`config.mk`:
```
export PLATFORM = sky130hd
export DESIGN_NAME = spi_dac_writer
export DESIGN_NICKNAME = d
export VERILOG_FILES = /design/src/rtl/spi_dac_writer.sv
export SDC_FILE = /design/constraint.sdc
export NUM_CORES = 1
export LEC_CHECK = 0
export ABC_AREA = 1
export BUFFER_PORTS_ARGS = -buffer_cell sky130_fd_sc_hd__buf_2
export CAP_MARGIN = 20
export CORE_MARGIN = 2
export CORE_UTILIZATION = 51
export DETAILED_ROUTE_END_ITERATION = 10
export PLACE_DENSITY = 0.75
export SYNTH_ARGS = -nofsm -noshare
export SYNTH_HDL_FRONTEND = slang
export SYNTH_SLANG_ARGS = --single-unit
```
`constraint.sdc`:
```
create_clock -name clk -period 1.91 [get_ports clk]
set_clock_uncertainty 0.2 [all_clocks]
set_input_delay 0.191 -clock clk [delete_from_list [all_inputs] [get_ports clk]]
set_output_delay 0.191 -clock clk [all_outputs]
set_load 0.1 [all_outputs]
```
`src/rtl/spi_dac_writer.sv`:
```
// Write-only SPI master for a serial DAC: sends one {ctrl, data} frame, MSB first,
// with cs active-low, sclk idling high and the device sampling din on sclk rises.
module spi_dac_writer #(
  parameter int CTRL_W = 4,
  parameter int DATA_W = 12,
  parameter int HALF   = 2,
  parameter int GAP    = 4
) (
  input  logic              clk,
  input  logic              rst,
  input  logic [CTRL_W-1:0] ctrl_in,
  input  logic [DATA_W-1:0] data_in,
  input  logic              valid,
  output logic              ready,
  output logic              busy,
  output logic              done,
  output logic              cs,
  output logic              sclk,
  output logic              din
);

  localparam int N  = CTRL_W + DATA_W;
  localparam int CW = $clog2((HALF > GAP ? HALF : GAP) + 1);
  localparam int BW = $clog2(N + 1);

  typedef enum logic [2:0] {
    S_IDLE,
    S_LEAD,
    S_LOW,
    S_HIGH,
    S_GAP
  } state_t;

  state_t        state_q, state_d;
  logic [N-1:0]  sr_q, sr_d;
  logic [CW-1:0] cnt_q, cnt_d;
  logic [BW-1:0] bit_q, bit_d;
  logic          ready_q, ready_d;
  logic          busy_q, busy_d;
  logic          done_q, done_d;
  logic          cs_q, cs_d;
  logic          sclk_q, sclk_d;
  logic          din_q, din_d;

  logic [N-1:0]  frame_in;
  logic          half_end;
  logic          gap_end;
  logic          last_bit;

  assign frame_in = {ctrl_in, data_in};
  assign half_end = (cnt_q == CW'(HALF - 1));
  assign gap_end  = (cnt_q == CW'(GAP - 1));
  assign last_bit = (bit_q == BW'(N - 1));

  // The shift register's MSB is always the bit on din; it only shifts on a
  // HIGH->LOW transition, so the LEAD->LOW fall keeps the first bit in place.
  always_comb begin
    state_d = state_q;
    sr_d    = sr_q;
    cnt_d   = cnt_q;
    bit_d   = bit_q;
    ready_d = ready_q;
    busy_d  = busy_q;
    done_d  = 1'b0;
    cs_d    = cs_q;
    sclk_d  = sclk_q;
    din_d   = din_q;

    case (state_q)
      S_IDLE: begin
        if (valid && ready_q) begin
          sr_d    = frame_in;
          din_d   = frame_in[N-1];
          cs_d    = 1'b0;
          sclk_d  = 1'b1;
          ready_d = 1'b0;
          busy_d  = 1'b1;
          cnt_d   = '0;
          bit_d   = '0;
          state_d = S_LEAD;
        end
      end

      S_LEAD: begin
        if (half_end) begin
          cnt_d   = '0;
          sclk_d  = 1'b0;
          state_d = S_LOW;
        end else begin
          cnt_d = cnt_q + 1'b1;
        end
      end

      S_LOW: begin
        if (half_end) begin
          cnt_d   = '0;
          sclk_d  = 1'b1;
          state_d = S_HIGH;
        end else begin
          cnt_d = cnt_q + 1'b1;
        end
      end

      S_HIGH: begin
        if (half_end) begin
          cnt_d = '0;
          if (last_bit) begin
            cs_d    = 1'b1;
            din_d   = 1'b0;
            done_d  = 1'b1;
            state_d = S_GAP;
          end else begin
            bit_d   = bit_q + 1'b1;
            sr_d    = {sr_q[N-2:0], 1'b0};
            din_d   = sr_q[N-2];
            sclk_d  = 1'b0;
            state_d = S_LOW;
          end
        end else begin
          cnt_d = cnt_q + 1'b1;
        end
      end

      // The done cycle is the first of the GAP cycles with cs high.
      S_GAP: begin
        if (gap_end) begin
          cnt_d   = '0;
          ready_d = 1'b1;
          busy_d  = 1'b0;
          state_d = S_IDLE;
        end else begin
          cnt_d = cnt_q + 1'b1;
        end
      end

      default: begin
        state_d = S_IDLE;
        cs_d    = 1'b1;
        sclk_d  = 1'b1;
        din_d   = 1'b0;
        ready_d = 1'b1;
        busy_d  = 1'b0;
        cnt_d   = '0;
        bit_d   = '0;
      end
    endcase
  end

  always_ff @(posedge clk) begin
    if (rst) begin
      state_q <= S_IDLE;
      sr_q    <= '0;
      cnt_q   <= '0;
      bit_q   <= '0;
      ready_q <= 1'b1;
      busy_q  <= 1'b0;
      done_q  <= 1'b0;
      cs_q    <= 1'b1;
      sclk_q  <= 1'b1;
      din_q   <= 1'b0;
    end else begin
      state_q <= state_d;
      sr_q    <= sr_d;
      cnt_q   <= cnt_d;
      bit_q   <= bit_d;
      ready_q <= ready_d;
      busy_q  <= busy_d;
      done_q  <= done_d;
      cs_q    <= cs_d;
      sclk_q  <= sclk_d;
      din_q   <= din_d;
    end
  end

  assign ready = ready_q;
  assign busy  = busy_q;
  assign done  = done_q;
  assign cs    = cs_q;
  assign sclk  = sclk_q;
  assign din   = din_q;

endmodule

```
==> results of run 1 <==
[Yosys cell counts]
library cell / count
nand2_4: 2
dfxtp_1: 32
buf_6: 1
inv_2: 3
a211oi_1: 1
nand2_2: 1
nand3_2: 1
nand2_1: 84
nand4_1: 1
clkbuf_1: 4
inv_1: 17
nor4_1: 1
o21ai_1: 8
inv_4: 1
nor2_2: 2
buf_2: 3
ha_1: 7
o21ai_4: 1
a21oi_1: 6
nor2_1: 42
or2_2: 1
nand3_4: 1
nor2_4: 1
buf_4: 1
o211ai_1: 1
nor3b_1: 1
o21ai_0: 9
nand3_1: 14
nor3_1: 14
[power breakdown]
| part | switching (mW) | total (mW) | internal [mW] | leakage (nW) |
|---|---|---|---|---|
| clock | 0.243 | 0.518 | 0.274 | 0.0422 |
| combinational | 1.15 | 1.73 | 0.585 | 0.769 |
| sequential | 0.134 | 1.01 | 0.879 | 0.265 |
| total | 1.53 | 3.26 | 1.74 | 1.08 |
[area by class of cell]
| cell class | instances | area share |
|---|---|---|
| clock buffer | 6 | 0.0186 |
| clock inverter | 2 | 0.0158 |
| inverter | 21 | 0.0366 |
| multi-input combinational | 199 | 0.435 |
| sequential | 32 | 0.290 |
| tap | 46 | 0.0259 |
| timing repair buffer | 51 | 0.177 |
[through the flow]
| step | TNS (ns) | hold WS (ns) | std cells | worst slack, ns | power [mW] |
|---|---|---|---|---|---|
| after detailed placement | 0 | 0.260 | 331 | 0.0736 | 2.67 |
| final | 0 | -0.00239 | 357 | 0.116 | 3.26 |
| after floorplan | 0 | 0.156 | 261 | 0.104 | 2.30 |
| after CTS | 0 | 0.00308 | 356 | 0.0516 | 3.21 |
| after global placement | 0 | 0.240 | 331 | 0.119 | 2.65 |
| after global routing | -0.00844 | 0.0210 | 357 | -0.00844 | 3.53 |
[routing by layer]
layer | vias to the layer above | GRT usage | routed length, um
li1 | 926 | - | -
met1 | 761 | 0.268 | 1770
met2 | 51 | 0.399 | 1990
met3 | 9 | 0.0435 | 198
met4 | 0 | 0.111 | 97
met5 | - | 0 | 0
[timing repair]
item | CTS | global route
hold endpoints to repair | 22 | 0
setup buffers | 0 | 1
endpoints found under the setup margin | 0 | 20
resized for setup | 0 | 14
hold buffers | 17 | 0
[state kept, by name, indices dropped and copies added, names as in the netlist]
signal / cells
bit_q: 5
busy: 1
cnt_q: 3
cs: 1
din: 1
done: 1
ready: 1
sclk: 1
sr_q: 15
state_q: 3
[cells by family after synthesis]
kind of cell / share of synthesized area
compound gates: 0.0849
simple gates: 0.417
fa+ha+maj: 0.0508
flops: 0.372
buf+inv: 0.0755
[worst min path at each step]
stage          startpoint    to  cells after the start
2_1_floorplan       valid  busy                      2
3_3_place_gp           cs    cs                      2
3_5_place_dp         sclk  sclk                      2
4_1_cts        ctrl_in[3]   din                      5
5_1_grt        ctrl_in[3]   din                      5
6_report       ctrl_in[3]   din                      5
[worst max-delay path: cells and delay by family (launching register included)]
family,cells,cell delay (ns)
flops,1,0.34
fa+ha+maj,2,0.32
simple gates,4,0.32
compound gates,2,0.30
buf+inv,2,0.21
==> results by group, run 1 <==
STA
  – Final hold viol count: 1
  – # setup viols final: 0
  – Slew @ Worst Pin: 0.489 ns
  – Max-slew violation count: 0
  – Min Hold Slack: -0.00239 ns
  – Fmax: 557 MHz
  – Tmin final: 1.79 ns
  – Max transition margin: 0.676
  – Period utilisation layout: 0.939

Yosys
  – Mean Syn Cell Area: 6.61 um^2
  – Mapped cell area: 1720 um^2
  – Seq/Total Area, Yosys: 0.372
  – Yosys reg bits: 32
  – Cell taking the most area after synthesis: dfxtp_1
  – Synth area leaders: dfxtp_1 (37%), nand2_1 (18%), nor2_1 (9.1%)
  – Synth warnings: 0
  – Post-synthesis cell count: 261
  – Syn_nets: 287
  – Synth cell types: 29
  – Top cell type's share of synthesized area: 0.372

Route
  – WL final: 4.05 mm
  – DRC viols: 0
  – 1st-pass router iterations: 4
  – ANT nets after route: 0
  – Vias: 1747
  – Initial drt markers: 98
  – Routed WL per cell: 11.3 um
  – Drt via density: 4.89

Setup path
  – CP peak stage delay: 0.34 ns
  – Worst path cell trace: ha_1 > nand2_1 > nor2_2 > ha_1 > inv_2 > o21ai_4 > nor2_4 > buf_12 > o21ai_0 > nor2_1
  – R2R depth: 10
  – CP Capture Point: sr_q[14]
  – FF-to-FF setup slack: 0.12 ns
  – Critical path class: register to register
  – Worst endpoint required time: 1.95 ns
  – Critical path's slowest cell: dfxtp_2
  – Worst Setup SP: bit_q[1]
  – Crit-path max FO: 16
  – Reg2reg start: bit_q[1]
  – Startpoint Class: register
  – Most common cell on crit path: ha_1
  – Crit path DAT: 1.84 ns
  – Worst r2r dst: sr_q[14]
  – Crit end category: register

Global route
  – Initial antenna violation count: 0
  – First-pass GRT wire length: 7.06 mm
  – Largest net degree at the start of global routing: 19
  – Global router's overall resource usage: 0.228
  – Grt ovf: 0
  – Vias in the first global route: 1646

Final layout
  – Most common cell after layout, fill and taps aside: nand2_1
  – Fin nets: 336
  – Share of cells above drive strength 1: 0.206
  – Area of the multi-input gates: 967 um^2
  – Fillers: 284
  – # diodes: 0
  – Layout area overhead: 28.8%
  – Final instance area: 2220 um^2
  – Reg area: 644 um^2
  – Fin util: 0.676
  – Most frequent cells in the layout: nand2_1 (84), nor2_1 (40), dfxtp_1 (29), buf_2 (24), dlygate4sd3_1 (17)

Pwr
  – PD cells: 1470 nW/um^2
  – Leak: 1.08 nW
  – Peak VDD IR: 608 uV

Floorplan
  – Initial core utilization: 0.525
  – Core footprint: 3280 um^2
  – Die Y: 62.1 um
  – Site row count: 21
  – Chip Width: 62.1 um
  – Die Area: 3860 um^2
  – Boundary pin count: 25

Clock tree
  – Clk buf depth: 2
  – CTS tree: done
  – CTS H-tree depth: 2
  – Worst-path clk slew: 0.10 ns
  – Total clock sinks: 32
  – Cts bufs inserted: 5
  – Root Driver: clkbuf_4
  – Latest clock arrival within the worst-skew pair: 0.34 ns

Run status
  – Status: finished with violations
  – Violated checks: hold timing

Placed design
  – IO Port Bufs: 24
  – Final GP Congestion: 0.846
  – Cell Area, Placed: 1950 um^2
  – Detailed placement HPWL: 2.66 mm

Hold path
  – Worst min-delay path class: input pin to register

Run
  – # Max-Cap Violations: 0
Power figures use the tool's default switching activity.
==> inputs of run 2 (changes only) <==
--- a/config.mk
+++ b/config.mk
@@ -8,6 +8,7 @@
 export ABC_AREA = 1
 export BUFFER_PORTS_ARGS = -buffer_cell sky130_fd_sc_hd__buf_2
 export CAP_MARGIN = 20
+export CORE_ASPECT_RATIO = 2
 export CORE_MARGIN = 2
 export CORE_UTILIZATION = 51
 export DETAILED_ROUTE_END_ITERATION = 10
==> run 2 against run 1 <==
Compared with the run above: the run now ends clean; die area up 0.73%; sequential share of layout area up 2.5 points; maximum frequency down 2.9%; first-iteration DRC count down 84%; non-clock buffer count down 15; setup slack worse by 0.053 ns; flip-flop and latch count unchanged; core utilization down 3.5 points; wire length down 2.6%; clock-buffer cell count unchanged; via count down 1.5%; critical endpoint is now sr_q[10]; highest routed layer unchanged.
==> results by group, run 2 (synthesis gave the netlist of run 1 again) <==
Route
  – 1st-pass router iterations: 4
  – DRC viols: 0
  – Initial drt markers: 16
  – Vias: 1721
  – WL final: 3.94 mm
  – Drt via density: 5.26
  – Routed WL per cell: 12.1 um
  – ANT nets after route: 0

Hold path
  – Worst min-delay path class: input pin to register

Setup path
  – Startpoint Class: register
  – CP peak stage delay: 0.36 ns
  – Worst path cell trace: ha_1 > nand2_1 > nor2_2 > ha_1 > inv_1 > o21ai_4 > nor2_4 > buf_4 > o21ai_1 > nor2_1
  – Critical path's slowest cell: dfxtp_2
  – Crit path buf inv count: 2
  – Worst endpoint required time: 1.89 ns
  – Crit-path max FO: 9
  – CP top delay family: flip-flops
  – Crit path DAT: 1.83 ns
  – Critical path class: register to register
  – Crit end category: register
  – Most common cell on crit path: ha_1

Global route
  – Global router's overall resource usage: 0.229
  – Initial antenna violation count: 0
  – Grt ovf: 0
  – Vias in the first global route: 1646
  – First-pass GRT wire length: 6.64 mm
  – Largest net degree at the start of global routing: 20

Placed design
  – IO Port Bufs: 24
  – Detailed placement HPWL: 2.94 mm
  – Final GP Congestion: 0.909

STA
  – Slew @ Worst Pin: 0.489 ns
  – # setup viols final: 0
  – Final hold viol count: 0
  – Period utilisation layout: 0.967
  – Tmin final: 1.85 ns
  – Max transition margin: 0.676
  – Fmax: 541 MHz
  – Unrepaired setup endpoints after global routing: yes
  – Max-slew violation count: 0
  – Min Hold Slack: 0.0183 ns

Floorplan
  – Chip Width: 45.1 um
  – Site row count: 29
  – Core footprint: 3190 um^2
  – Die Y: 86.2 um
  – Initial core utilization: 0.540
  – Boundary pin count: 25
  – Die Area: 3890 um^2

Final layout
  – Share of cells above drive strength 1: 0.206
  – Most frequent cells in the layout: nand2_1 (84), nor2_1 (40), dfxtp_1 (29), buf_2 (24), inv_1 (17)
  – Largest registers in the final layout: sr_q x15, bit_q x5
  – Reg with most FFs: sr_q
  – Most common cell after layout, fill and taps aside: nand2_1
  – # diodes: 0
  – Layout area overhead: 18.7%
  – Max FFs per register: 15
  – Fin nets: 321

Pwr
  – Pwr Total: 3.22 mW
  – Leak: 1.01 nW
  – P_int: 1.69 mW
  – Switching fraction of total power: 0.476
  – PD cells: 1570 nW/um^2
  – Clk pwr share: 0.171
  – Sw power: 1.53 mW
  – Seq pwr share: 0.316
  – Logic pwr share: 0.513
  – Peak VDD IR: 931 uV

Clock tree
  – Root Driver: clkbuf_8
  – Worst-path clk slew: 0.07 ns
  – CTS H-tree depth: 2
  – Latest clock arrival within the worst-skew pair: 0.29 ns
  – Clk buf depth: 2
  – CTS tree: done
  – Cts bufs inserted: 5
  – Total clock sinks: 32

Run status
  – Status: finished, final reports clean

Run
  – # Max-Cap Violations: 0
run 2: cell types whose count changed in the layout (fill, tap and decap cells not counted), moves of 2 or more:
cell           change
dlygate4sd3_1     -15
clkbuf_4           -5
clkbuf_8           +6
inv_2              -2
inv_1              +2
run 2: tightest hold or removal path: cells and delay by family:
kind,cells,cell delay [ns]
simple gates,4,0.19
buf+inv,1,0.09
run 2: cell type report:
class,count,area (um^2)
Tap cell,31,38.8
Multi-Input combinational cell,199,958
Clock inverter,2,10.0
Timing Repair Buffer,36,231
Clock buffer,6,82.6
Inverter,21,81.3
Sequential cell,32,644
Fill cell,328,1150
run 2: metal layers:
metal / global-route usage / wire, um / vias up
met5: 0 / 0 / -
li1: - / - / 898
met2: 0.430 / 2250 / 28
met1: 0.215 / 1460 / 783
met4: 0.131 / 133 / 0
met3: 0.0375 / 91 / 12
run 2: through the flow:
stage	setup WS, ns	utilization	setup TNS, ns	instance area [um^2]	instances
floorplan	0.104	-	0	1730	261
global placement	0.0728	0.598	0	1910	315
detailed placement	0.0460	0.598	0	1910	315
CTS	0.00583	0.634	0	2020	325
global route	-0.0266	0.641	-0.104	2050	327
finish	0.0627	0.641	0	2050	327
run 2: worst paths after layout:
check | startpoint | endpoint | slack [ns] | cells after the start
worst min register to register | sclk | sclk | 0.26 | 2
worst max register to register | bit_q[0] | sr_q[10] | 0.06 | 10
worst max-delay path | bit_q[0] | sr_q[10] | 0.06 | 10
worst min-delay path | data_in[0] | sr_q[0] | 0.02 | 5
run 2: timing repair:
item | in CTS | in global routing
endpoints found under the setup margin | 1 | 21
setup buffers | 0 | 2
pin swaps | 0 | 2
hold endpoints to repair | 7 | 0
hold buffers | 2 | 0
gates resized for setup | 1 | 9
run 2: power by group through the flow:
stage	logic [mW]	clock network, mW	registers (mW)
3_5_place_dp	1.59	0	1.02
2_1_floorplan	1.04	0	1.26
6_report	1.65	0.551	1.02
4_1_cts	1.61	0.564	1.01
5_1_grt	1.86	0.594	1.04
3_3_place_gp	1.57	0	1.02
